$ cat config.mk
export PLATFORM = sky130hd
export DESIGN_NAME = melody_sequencer
export DESIGN_NICKNAME = d
export VERILOG_FILES = /design/src/rtl/melody_pkg.sv /design/src/rtl/melody_rom.sv /design/src/rtl/melody_sequencer.sv
export SDC_FILE = /design/constraint.sdc
export NUM_CORES = 1
export LEC_CHECK = 0
export BUFFER_PORTS_ARGS = -buffer_cell sky130_fd_sc_hd__buf_2
export CORE_MARGIN = 2
export CORE_UTILIZATION = 31
export DETAILED_ROUTE_END_ITERATION = 8
export PLACE_DENSITY = 0.49
export SLEW_MARGIN = 30
export SYNTH_ARGS = -nofsm -noshare
export SYNTH_HDL_FRONTEND = slang
export SYNTH_SLANG_ARGS = --single-unit
$ cat constraint.sdc
create_clock -name CLOCK_50 -period 13.3 [get_ports CLOCK_50]
set_clock_uncertainty 0.15 [all_clocks]
set_input_delay 1.33 -clock CLOCK_50 [delete_from_list [all_inputs] [get_ports CLOCK_50]]
set_output_delay 1.33 -clock CLOCK_50 [all_outputs]
set_load 0.01 [all_outputs]
$ cat src/rtl/melody_pkg.sv
// Shared types for the melody sequencer: ROM entry layout, FSM states and marker values.
package melody_pkg;

  typedef struct packed {
    logic [6:0] note;
    logic [4:0] dur;
  } rom_entry_t;

  typedef enum logic [2:0] {
    IDLE,
    FETCH,
    PLAY,
    GAP,
    FIN
  } state_t;

  localparam logic [4:0] END_DUR   = 5'd0;
  localparam logic [6:0] REST_NOTE = 7'd0;

  function automatic logic is_end(input rom_entry_t e);
    return e.dur == END_DUR;
  endfunction

endpackage

$ cat src/rtl/melody_rom.sv
// Melody table: four melodies of 2**SLOT_W entries each, synchronous read with one cycle of latency.
module melody_rom
  import melody_pkg::*;
#(
  parameter int SLOT_W = 4
) (
  input  logic              clk,
  input  logic [SLOT_W+1:0] addr,
  output rom_entry_t        data
);

  logic [1:0]        mel;
  logic [SLOT_W-1:0] idx;
  rom_entry_t        entry;

  assign mel = addr[SLOT_W+1:SLOT_W];
  assign idx = addr[SLOT_W-1:0];

  // Unlisted slots read as the end marker, so a short melody terminates by itself.
  always_comb begin
    entry = '{note: REST_NOTE, dur: END_DUR};
    case (mel)
      2'd0: begin
        case (int'(idx))
          0:       entry = '{note: 7'd5, dur: 5'd2};
          1:       entry = '{note: 7'd0, dur: 5'd1};
          2:       entry = '{note: 7'd9, dur: 5'd1};
          default: entry = '{note: REST_NOTE, dur: END_DUR};
        endcase
      end
      2'd1: entry = '{note: 7'd3, dur: 5'd1};
      2'd2: entry = '{note: REST_NOTE, dur: END_DUR};
      2'd3: begin
        case (int'(idx))
          0:       entry = '{note: 7'd12, dur: 5'd2};
          1:       entry = '{note: 7'd0,  dur: 5'd1};
          2:       entry = '{note: 7'd14, dur: 5'd1};
          3:       entry = '{note: 7'd16, dur: 5'd4};
          default: entry = '{note: REST_NOTE, dur: END_DUR};
        endcase
      end
      default: entry = '{note: REST_NOTE, dur: END_DUR};
    endcase
  end

  always_ff @(posedge clk) begin
    data <= entry;
  end

endmodule

$ cat src/rtl/melody_sequencer.sv
// Steps through a stored melody and drives NOTE's select/enable with timed notes and gaps.
// Define MELODY_LOOP_EN to add the loop input that restarts a melody at its end.
module melody_sequencer
  import melody_pkg::*;
#(
  parameter int TICKS_PER_BEAT = 6_250_000,
  parameter int GAP_TICKS      = 500_000,
  parameter int SLOT_W         = 4
) (
  input  logic       CLOCK_50,
  input  logic       RESET,
  input  logic       start,
  input  logic       stop,
  input  logic [1:0] melody_sel,
`ifdef MELODY_LOOP_EN
  input  logic       loop,
`endif
  output logic [6:0] note_sel,
  output logic       note_en,
  output logic       busy,
  output logic       done
);

  localparam int CNT_W = $clog2(31 * TICKS_PER_BEAT + 1);
  localparam logic [SLOT_W-1:0] IDX_MAX = {SLOT_W{1'b1}};

  state_t            state, next_state;
  logic [SLOT_W-1:0] idx, next_idx;
  logic [1:0]        mel_q, next_mel;
  logic [CNT_W-1:0]  cnt;
  logic [4:0]        dur_q;
  logic              start_q;
  logic              start_rise;
  logic              loop_eff;
  rom_entry_t        rom_q;
  logic [CNT_W-1:0]  play_last;
  logic [CNT_W-1:0]  gap_last;
  logic [6:0]        note_sel_d;
  logic              note_en_d;
  logic              done_d;

`ifdef MELODY_LOOP_EN
  assign loop_eff = loop;
`else
  assign loop_eff = 1'b0;
`endif

  assign start_rise = start & ~start_q;
  // The gap is carved out of the note's beats, so PLAY is shorter than dur beats.
  assign play_last  = CNT_W'(dur_q) * CNT_W'(TICKS_PER_BEAT) - CNT_W'(GAP_TICKS + 1);
  assign gap_last   = CNT_W'(GAP_TICKS - 1);

  // ROM is addressed with next-cycle indices so its data is valid on FETCH entry.
  melody_rom #(
    .SLOT_W(SLOT_W)
  ) u_rom (
    .clk (CLOCK_50),
    .addr({next_mel, next_idx}),
    .data(rom_q)
  );

  always_ff @(posedge CLOCK_50 or posedge RESET) begin
    if (RESET) begin
      state <= IDLE;
    end else begin
      state <= next_state;
    end
  end

  always_comb begin
    next_state = state;
    next_idx   = idx;
    next_mel   = mel_q;
    if (stop) begin
      next_state = IDLE;
    end else begin
      case (state)
        IDLE: begin
          if (start_rise) begin
            next_mel   = melody_sel;
            next_idx   = '0;
            next_state = FETCH;
          end
        end
        FETCH: next_state = is_end(rom_q) ? FIN : PLAY;
        PLAY: begin
          if (cnt == play_last) next_state = GAP;
        end
        GAP: begin
          if (cnt == gap_last) begin
            if (idx == IDX_MAX) begin
              next_state = FIN;
            end else begin
              next_idx   = idx + SLOT_W'(1);
              next_state = FETCH;
            end
          end
        end
        FIN: begin
          if (loop_eff) begin
            next_idx   = '0;
            next_state = FETCH;
          end else begin
            next_state = IDLE;
          end
        end
        default: next_state = IDLE;
      endcase
    end
  end

  always_comb begin
    note_sel_d = note_sel;
    note_en_d  = note_en;
    done_d     = 1'b0;
    busy       = (state != IDLE);
    if (stop) begin
      note_sel_d = REST_NOTE;
      note_en_d  = 1'b0;
    end else begin
      case (state)
        FETCH: begin
          if (next_state == PLAY) begin
            note_sel_d = rom_q.note;
            note_en_d  = (rom_q.note != REST_NOTE);
          end
        end
        PLAY: begin
          if (next_state == GAP) note_en_d = 1'b0;
        end
        FIN: begin
          if (next_state == IDLE) begin
            done_d     = 1'b1;
            note_sel_d = REST_NOTE;
            note_en_d  = 1'b0;
          end
        end
        default: ;
      endcase
    end
  end

  // Tick counter restarts on every state change and rests at zero while idle.
  always_ff @(posedge CLOCK_50 or posedge RESET) begin
    if (RESET) begin
      idx     <= '0;
      mel_q   <= '0;
      cnt     <= '0;
      dur_q   <= '0;
      start_q <= 1'b0;
    end else begin
      idx     <= next_idx;
      mel_q   <= next_mel;
      start_q <= start;
      if (state == IDLE || next_state != state) begin
        cnt <= '0;
      end else begin
        cnt <= cnt + CNT_W'(1);
      end
      if (state == FETCH && next_state == PLAY) begin
        dur_q <= rom_q.dur;
      end
    end
  end

  always_ff @(posedge CLOCK_50 or posedge RESET) begin
    if (RESET) begin
      note_sel <= REST_NOTE;
      note_en  <= 1'b0;
      done     <= 1'b0;
    end else begin
      note_sel <= note_sel_d;
      note_en  <= note_en_d;
      done     <= done_d;
    end
  end

endmodule
======== Word level (Yosys, flattened, before mapping) ========
Cells that the tools add are included.
cells by class
  multiplexer cells ....................... 31
  eq/ne operators ......................... 19
  $mul .................................... 1
  bitwise gates (word level) .............. 2
  add/subtract/negate cells ............... 3
  reduce and logical (&&, ||, !) cells .... 13
operators by type and width
  operator                                             number
  case mux 12 bit (4 select lines)                     1
  case mux 10 bit (4 select lines)                     1
  adder 28 x 1 -> 28 bit, second input constant        1
  == test 28 x 19 -> 1 bit, second input constant      1
  == test 28 bit                                       1
  2-to-1 mux 28 bit                                    1
  subtractor 28 x 19 -> 28 bit, second input constant  1
  case mux 9 bit (3 select lines)                      1
  multiplier 5 x 19 -> 24 bit, second input constant   1
  2-to-1 mux 7 bit                                     3
  2-to-1 mux 3 bit                                     6
  2-to-1 mux 4 bit                                     4
  case mux 7 bit (2 select lines)                      1
  == test 3 x 2 -> 1 bit, second input constant        4
  case mux 3 bit (4 select lines)                      1
  != test 3 bit, second input constant                 3
  == test 4 x 2 -> 1 bit, second input constant        2
  case mux 4 bit (2 select lines)                      1
  2-to-1 mux 1 bit                                     7
  nonzero test 7 bit                                   1
  logical NOT 3 bit                                    2
  2-to-1 mux 2 bit                                     3
  nonzero test 3 bit                                   2
  logical NOT 5 bit                                    1
  other kinds (18)                                     19
storage, ports and cells
  input bits .............................. 6
  logic and storage cells ................. 80
  output and inout port bits .............. 10
  register bits after elaboration ......... 64

======== Longest topological paths before layout ========
  word-level depth ........................ 10
  depth in mapped cells ................... 19
  depth with buffers taken out ............ 16

======== By module ========
From an unflattened synthesis, not the netlist that was laid out.
second synthesis, totals
  cell total of the unflattened synthesis .. 671
  area total of the unflattened synthesis .. 5808.1 um^2
modules (own cells, without submodules)
  module            sequential area each (um^2)  times used  area an instance (um^2)  cells an instance
  melody_sequencer  1301.2                       1           5504.0                   640
  melody_rom        140.1                        1           304.0                    31

======== Worst setup path before layout ========
OpenSTA, ideal clock, no wires.
  kind .................................... register to register
  start point ............................. register dur_q[2]
  end point ............................... register cnt[15]
  cell stages (with the launch flop) ...... 19
  period minus slack after synthesis ...... 4.637 ns
  buffers on the path ..................... 3
  setup time .............................. 0.069 ns
  arrival ................................. 4.418 ns
  setup slack ............................. 8.663 ns
  data required time ...................... 13.081 ns
  path through ............................ dfrtp_1 > inv_1 > ha_1 > ha_1 > ha_1 > fa_1 > buf_6 > a21o_1 > and3_4 > or3_4 > a211oi_4 > nand4_2 > o311a_1 > nor4_2 > nor4_2 > o31a_1 > buf_6 > buf_12 > nor2_4
between the ends
  cells in the longest elaborated chain, start to end .. 9
RTL lines
  item                             RTL line                 text
  start: declaration               melody_sequencer.sv:31   logic [4:0] dur_q;
  start signal: assignment         melody_sequencer.sv:161  dur_q <= rom_q.dur;
  multiplier 5 x 19 -> 24 bit      melody_sequencer.sv:50   assign play_last = CNT_W'(dur_q) * CNT_W'(TICKS_PER_BEAT) - CNT_W'(GAP_TICKS + 1);
  subtractor 28 x 19 -> 28 bit     melody_sequencer.sv:50
  == test 28 bit                   melody_sequencer.sv:87   if (cnt == play_last) next_state = GAP;
  2-to-1 mux 3 bit                 melody_sequencer.sv:87
  case mux 3 bit (4 select lines)  melody_sequencer.sv:77   case (state)
  2-to-1 mux 3 bit                 melody_sequencer.sv:74   if (stop) begin
  != test 3 bit                    melody_sequencer.sv:155  if (state == IDLE || next_state != state) begin
  logical OR 1 bit                 melody_sequencer.sv:155
  2-to-1 mux 28 bit                melody_sequencer.sv:155
  end signal: assignment           melody_sequencer.sv:158  cnt <= cnt + CNT_W'(1);
  end: declaration                 melody_sequencer.sv:30   logic [CNT_W-1:0] cnt;
No other way between the ends.
A chain may end at the register's enable or synchronous reset.

======== Worst setup path in the final report ========
  start point ............................. register dur_q[2]
  end point ............................... register cnt[27]
The elaborated chain is that of the path after synthesis.

==> flow_results.xml <==
<?xml version="1.0" encoding="UTF-8"?>
<metrics>
  <group name="floorplan">
    <metric name="floorplan_core_area" unit="µm²">14600</metric>
    <metric name="num_io_pins" unit="">16</metric>
    <metric name="floorplan.initialDensity" unit="%">31.8</metric>
    <metric name="die_outline_height" unit="µm">126</metric>
    <metric name="die-area" unit="µm²">15900</metric>
    <metric name="placementRows" unit="">44</metric>
    <metric name="die_x" unit="µm">126</metric>
  </group>
  <group name="global_routing">
    <metric name="grt_use_total" unit="%">14.8</metric>
    <metric name="initial_antenna_violation_count" unit="">0</metric>
    <metric name="grt_max_degree" unit="">49</metric>
    <metric name="overflow" unit="">0</metric>
    <metric name="global_route_wire_length_before_repair" unit="µm">19500</metric>
    <metric name="vias_in_the_first_global_route" unit="">3726</metric>
  </group>
  <group name="power">
    <metric name="combPwrFrac" unit="%">45.5</metric>
    <metric name="clockPowerShare" unit="%">22.9</metric>
    <metric name="power.ir.vdd_worst" unit="mV">0.0469</metric>
    <metric name="fin_total_pwr" unit="mW">0.594</metric>
    <metric name="pleak" unit="nW">1.95</metric>
    <metric name="p_per_area" unit="nW/µm²">121</metric>
    <metric name="switching_share" unit="%">39.8</metric>
    <metric name="power_dissipated_by_switching_net_loads" unit="mW">0.236</metric>
    <metric name="p_int" unit="mW">0.358</metric>
    <metric name="seqPwrFrac" unit="%">31.6</metric>
  </group>
  <group name="yosys">
    <metric name="post_synthesis_instance_area" unit="µm²">4640</metric>
    <metric name="yosysTopAreaCell" unit="">dfrtp_1</metric>
    <metric name="synth.ff_latch_count" unit="">55</metric>
    <metric name="synth_top_cells_by_area" unit="">dfrtp_1 26%, xnor2_1 5.9%, ha_1 5.7%</metric>
    <metric name="syn-mean-instance-area" unit="µm²">8.86</metric>
    <metric name="async_flop_share" unit="%">87.3</metric>
    <metric name="ys_types" unit="">81</metric>
    <metric name="syn_inst" unit="">523</metric>
    <metric name="synth_warnings" unit="">0</metric>
    <metric name="synth_enable_flop_cells" unit="">0</metric>
    <metric name="synth.yosys.seq_area_share" unit="%">28.9</metric>
    <metric name="synth_top_cell_area_share" unit="%">25.9</metric>
    <metric name="synthFlopType" unit="">dfrtp_1</metric>
  </group>
  <group name="sta">
    <metric name="period_needed" unit="ns">5.42</metric>
    <metric name="finalCritPeriodShare" unit="%">40.7</metric>
    <metric name="maxSlewHeadroom" unit="%">50.8</metric>
    <metric name="maximum_operating_frequency" unit="GHz">0.185</metric>
    <metric name="setup_ws" unit="ns">7.88</metric>
    <metric name="timing_max_transition_violations_final" unit="">0</metric>
    <metric name="setup_viol" unit="">0</metric>
    <metric name="grt_setup_unrepaired" unit="">false</metric>
    <metric name="tightestPinTransition" unit="ns">0.732</metric>
    <metric name="final.setup.tns" unit="ns">0</metric>
    <metric name="fin_hold_ws" unit="ns">0.342</metric>
    <metric name="final_hold_viols" unit="">0</metric>
  </group>
  <group name="run_status">
    <metric name="outcome" unit="">completed</metric>
  </group>
  <group name="setup_path">
    <metric name="worst-path-max-fanout" unit="">28</metric>
    <metric name="timing_worst_setup_path_type" unit="">reg2reg</metric>
    <metric name="cp-start-kind" unit="">flip-flop</metric>
    <metric name="worst_ep_arrival_time" unit="ns">5.42</metric>
    <metric name="critical_path_required" unit="ns">13.30</metric>
    <metric name="critical_path_endpoint_category" unit="">flip-flop</metric>
  </group>
  <group name="route">
    <metric name="routedWlPerCell" unit="µm">16.3</metric>
    <metric name="drt_iter0_drc" unit="">273</metric>
    <metric name="num_vias" unit="">3838</metric>
    <metric name="vias_per_cell" unit="">5.46</metric>
    <metric name="drc" unit="">0</metric>
    <metric name="routed_wirelength" unit="µm">11500</metric>
    <metric name="postRouteAntennaNets" unit="">0</metric>
    <metric name="drt_first_pass_iters" unit="">5</metric>
  </group>
  <group name="cts">
    <metric name="clock_tree.htree_level_count" unit="">2</metric>
    <metric name="worst_skew_pair.late_latency" unit="ns">0.30</metric>
    <metric name="quantity_of_gates_resized_following_cts" unit="">0</metric>
    <metric name="cts.root.buffer_cell" unit="">clkbuf_16</metric>
    <metric name="number_of_setup_buffers_added_after_cts" unit="">0</metric>
    <metric name="clk_pin_slew" unit="ns">0.08</metric>
    <metric name="cts_tree" unit="">done</metric>
    <metric name="cts-hold-fix-buffers" unit="">0</metric>
    <metric name="cts.path.max_buffers" unit="">2</metric>
    <metric name="numClockSinks" unit="">55</metric>
    <metric name="cts-buffers-inserted" unit="">5</metric>
  </group>
  <group name="finish">
    <metric name="instances_no_fill" unit="">703</metric>
    <metric name="insertedDiodeCount" unit="">0</metric>
    <metric name="most-common-layout-cells" unit="">48 x nor2_1, 48 x dfrtp_1, 34 x nand2_1</metric>
    <metric name="area.growth.synth_to_final" unit="%">5.91</metric>
    <metric name="num-nets-final" unit="">546</metric>
    <metric name="final_area" unit="µm²">4910</metric>
    <metric name="final_core_util" unit="%">33.7</metric>
    <metric name="drive_above_1_share" unit="%">13.5</metric>
  </group>
  <group name="place">
    <metric name="gp_congestion" unit="">0.861</metric>
    <metric name="dpl.hpwl" unit="µm">8600</metric>
    <metric name="place_ws" unit="ns">7.94</metric>
    <metric name="io_buffer_count" unit="">13</metric>
    <metric name="dpl_cell_area" unit="µm²">4760</metric>
    <metric name="dp.cells" unit="">695</metric>
  </group>
  <group name="min_path">
    <metric name="worstHoldPathType" unit="">reg2reg</metric>
  </group>
  <group name="run">
    <metric name="drv.max_cap_violation_count" unit="">0</metric>
  </group>
</metrics>
## sequential cells by signal, indices dropped and copies added (netlist names)
| register | flops |
|---|---|
| idx | 4 |
| cnt | 28 |
| note_sel | 5 |
| done | 1 |
| mel_q | 2 |
| u_rom.data | 7 |
| state | 3 |
| start_q | 1 |
| dur_q | 3 |
| note_en | 1 |
## Yosys cell counts (all sizes together), types with 5 or more instances
cell,number
nor2,68
dfrtp,48
nand2,34
xnor2,31
a21oi,25
xor2,24
nand3,22
ha,21
o21ai,21
inv,20
buf,16
clkbuf,11
nor3,10
nor4,9
and2,8
and3,8
nand4,8
a21o,7
dfxtp,7
nor2b,7
nor3b,7
or3,7
and4,6
a31o,5
a31oi,5
mux2i,5
o2111ai,5
or2,5
## routing by layer
metal / track usage (%) / vias to the layer above / routed length, µm
li1: - / 1877 / -
met1: 22.8 / 1898 / 6260
met2: 21.7 / 52 / 4810
met3: 1.87 / 11 / 249
met4: 3.68 / 0 / 148
met5: 0 / - / 0
## layout make-up
cell class	instances	area [µm²]
inverters	20	77.6
repair buffers	14	72.6
well taps	184	230
multi-input cells	422	3040
clock buffers	5	125
flip-flops and latches	55	1340
fillers	1516	9680
clock inverters	3	27.5
## worst max-delay path: stages, from the launching register on
cell	delay, ns
dfrtp_1	0.54
inv_1	0.14
ha_1	0.32
ha_1	0.28
ha_1	0.27
fa_1	0.56
a21o_1	0.26
and3_4	0.17
or3_4	0.38
a211oi_4	0.34
nand4_2	0.21
and4b_1	0.33
nor4_2	0.05
nor4_2	0.43
o31a_2	0.20
buf_4	0.51
nor2_1	0.11
## cells by family after synthesis
| kind of cell | after synthesis | synth area share (%) |
|---|---|---|
| simple gates | 216 | 27.8 |
| flops | 55 | 28.9 |
| fa+ha+maj | 22 | 6.10 |
| mux | 7 | 1.57 |
| xor+xnor | 56 | 10.9 |
| other cells | 1 | 0.0809 |
| buf+inv | 47 | 5.83 |
| compound gates | 119 | 18.8 |
## power groups by stage
stage / sequential, mW / combinational, mW / clock, mW
6_report: 0.188 / 0.270 / 0.136
5_1_grt: 0.190 / 0.296 / 0.148
3_3_place_gp: 0.191 / 0.266 / 0
4_1_cts: 0.188 / 0.266 / 0.142
3_5_place_dp: 0.191 / 0.265 / 0
2_1_floorplan: 0.186 / 0.220 / 0
## final timing paths
path,endpoint,startpoint,cells after the start,slack (ns)
worst max register to register,cnt[27]$_DFF_PP0_,dur_q[2]$_DFFE_PP0P_,16,7.88
worst min-delay path,note_sel[3]$_DFFE_PP0P_,u_rom.data[8]$_DFF_P_,1,0.34
worst min register to register,note_sel[3]$_DFFE_PP0P_,u_rom.data[8]$_DFF_P_,1,0.34
worst max-delay path,cnt[27]$_DFF_PP0_,dur_q[2]$_DFFE_PP0P_,16,7.88
max in group asynchronous,cnt[18]$_DFF_PP0_,RESET,2,11.59
min in group asynchronous,start_q$_DFF_PP0_,RESET,2,0.97
Note: power is estimated with default switching activity, not from simulation.
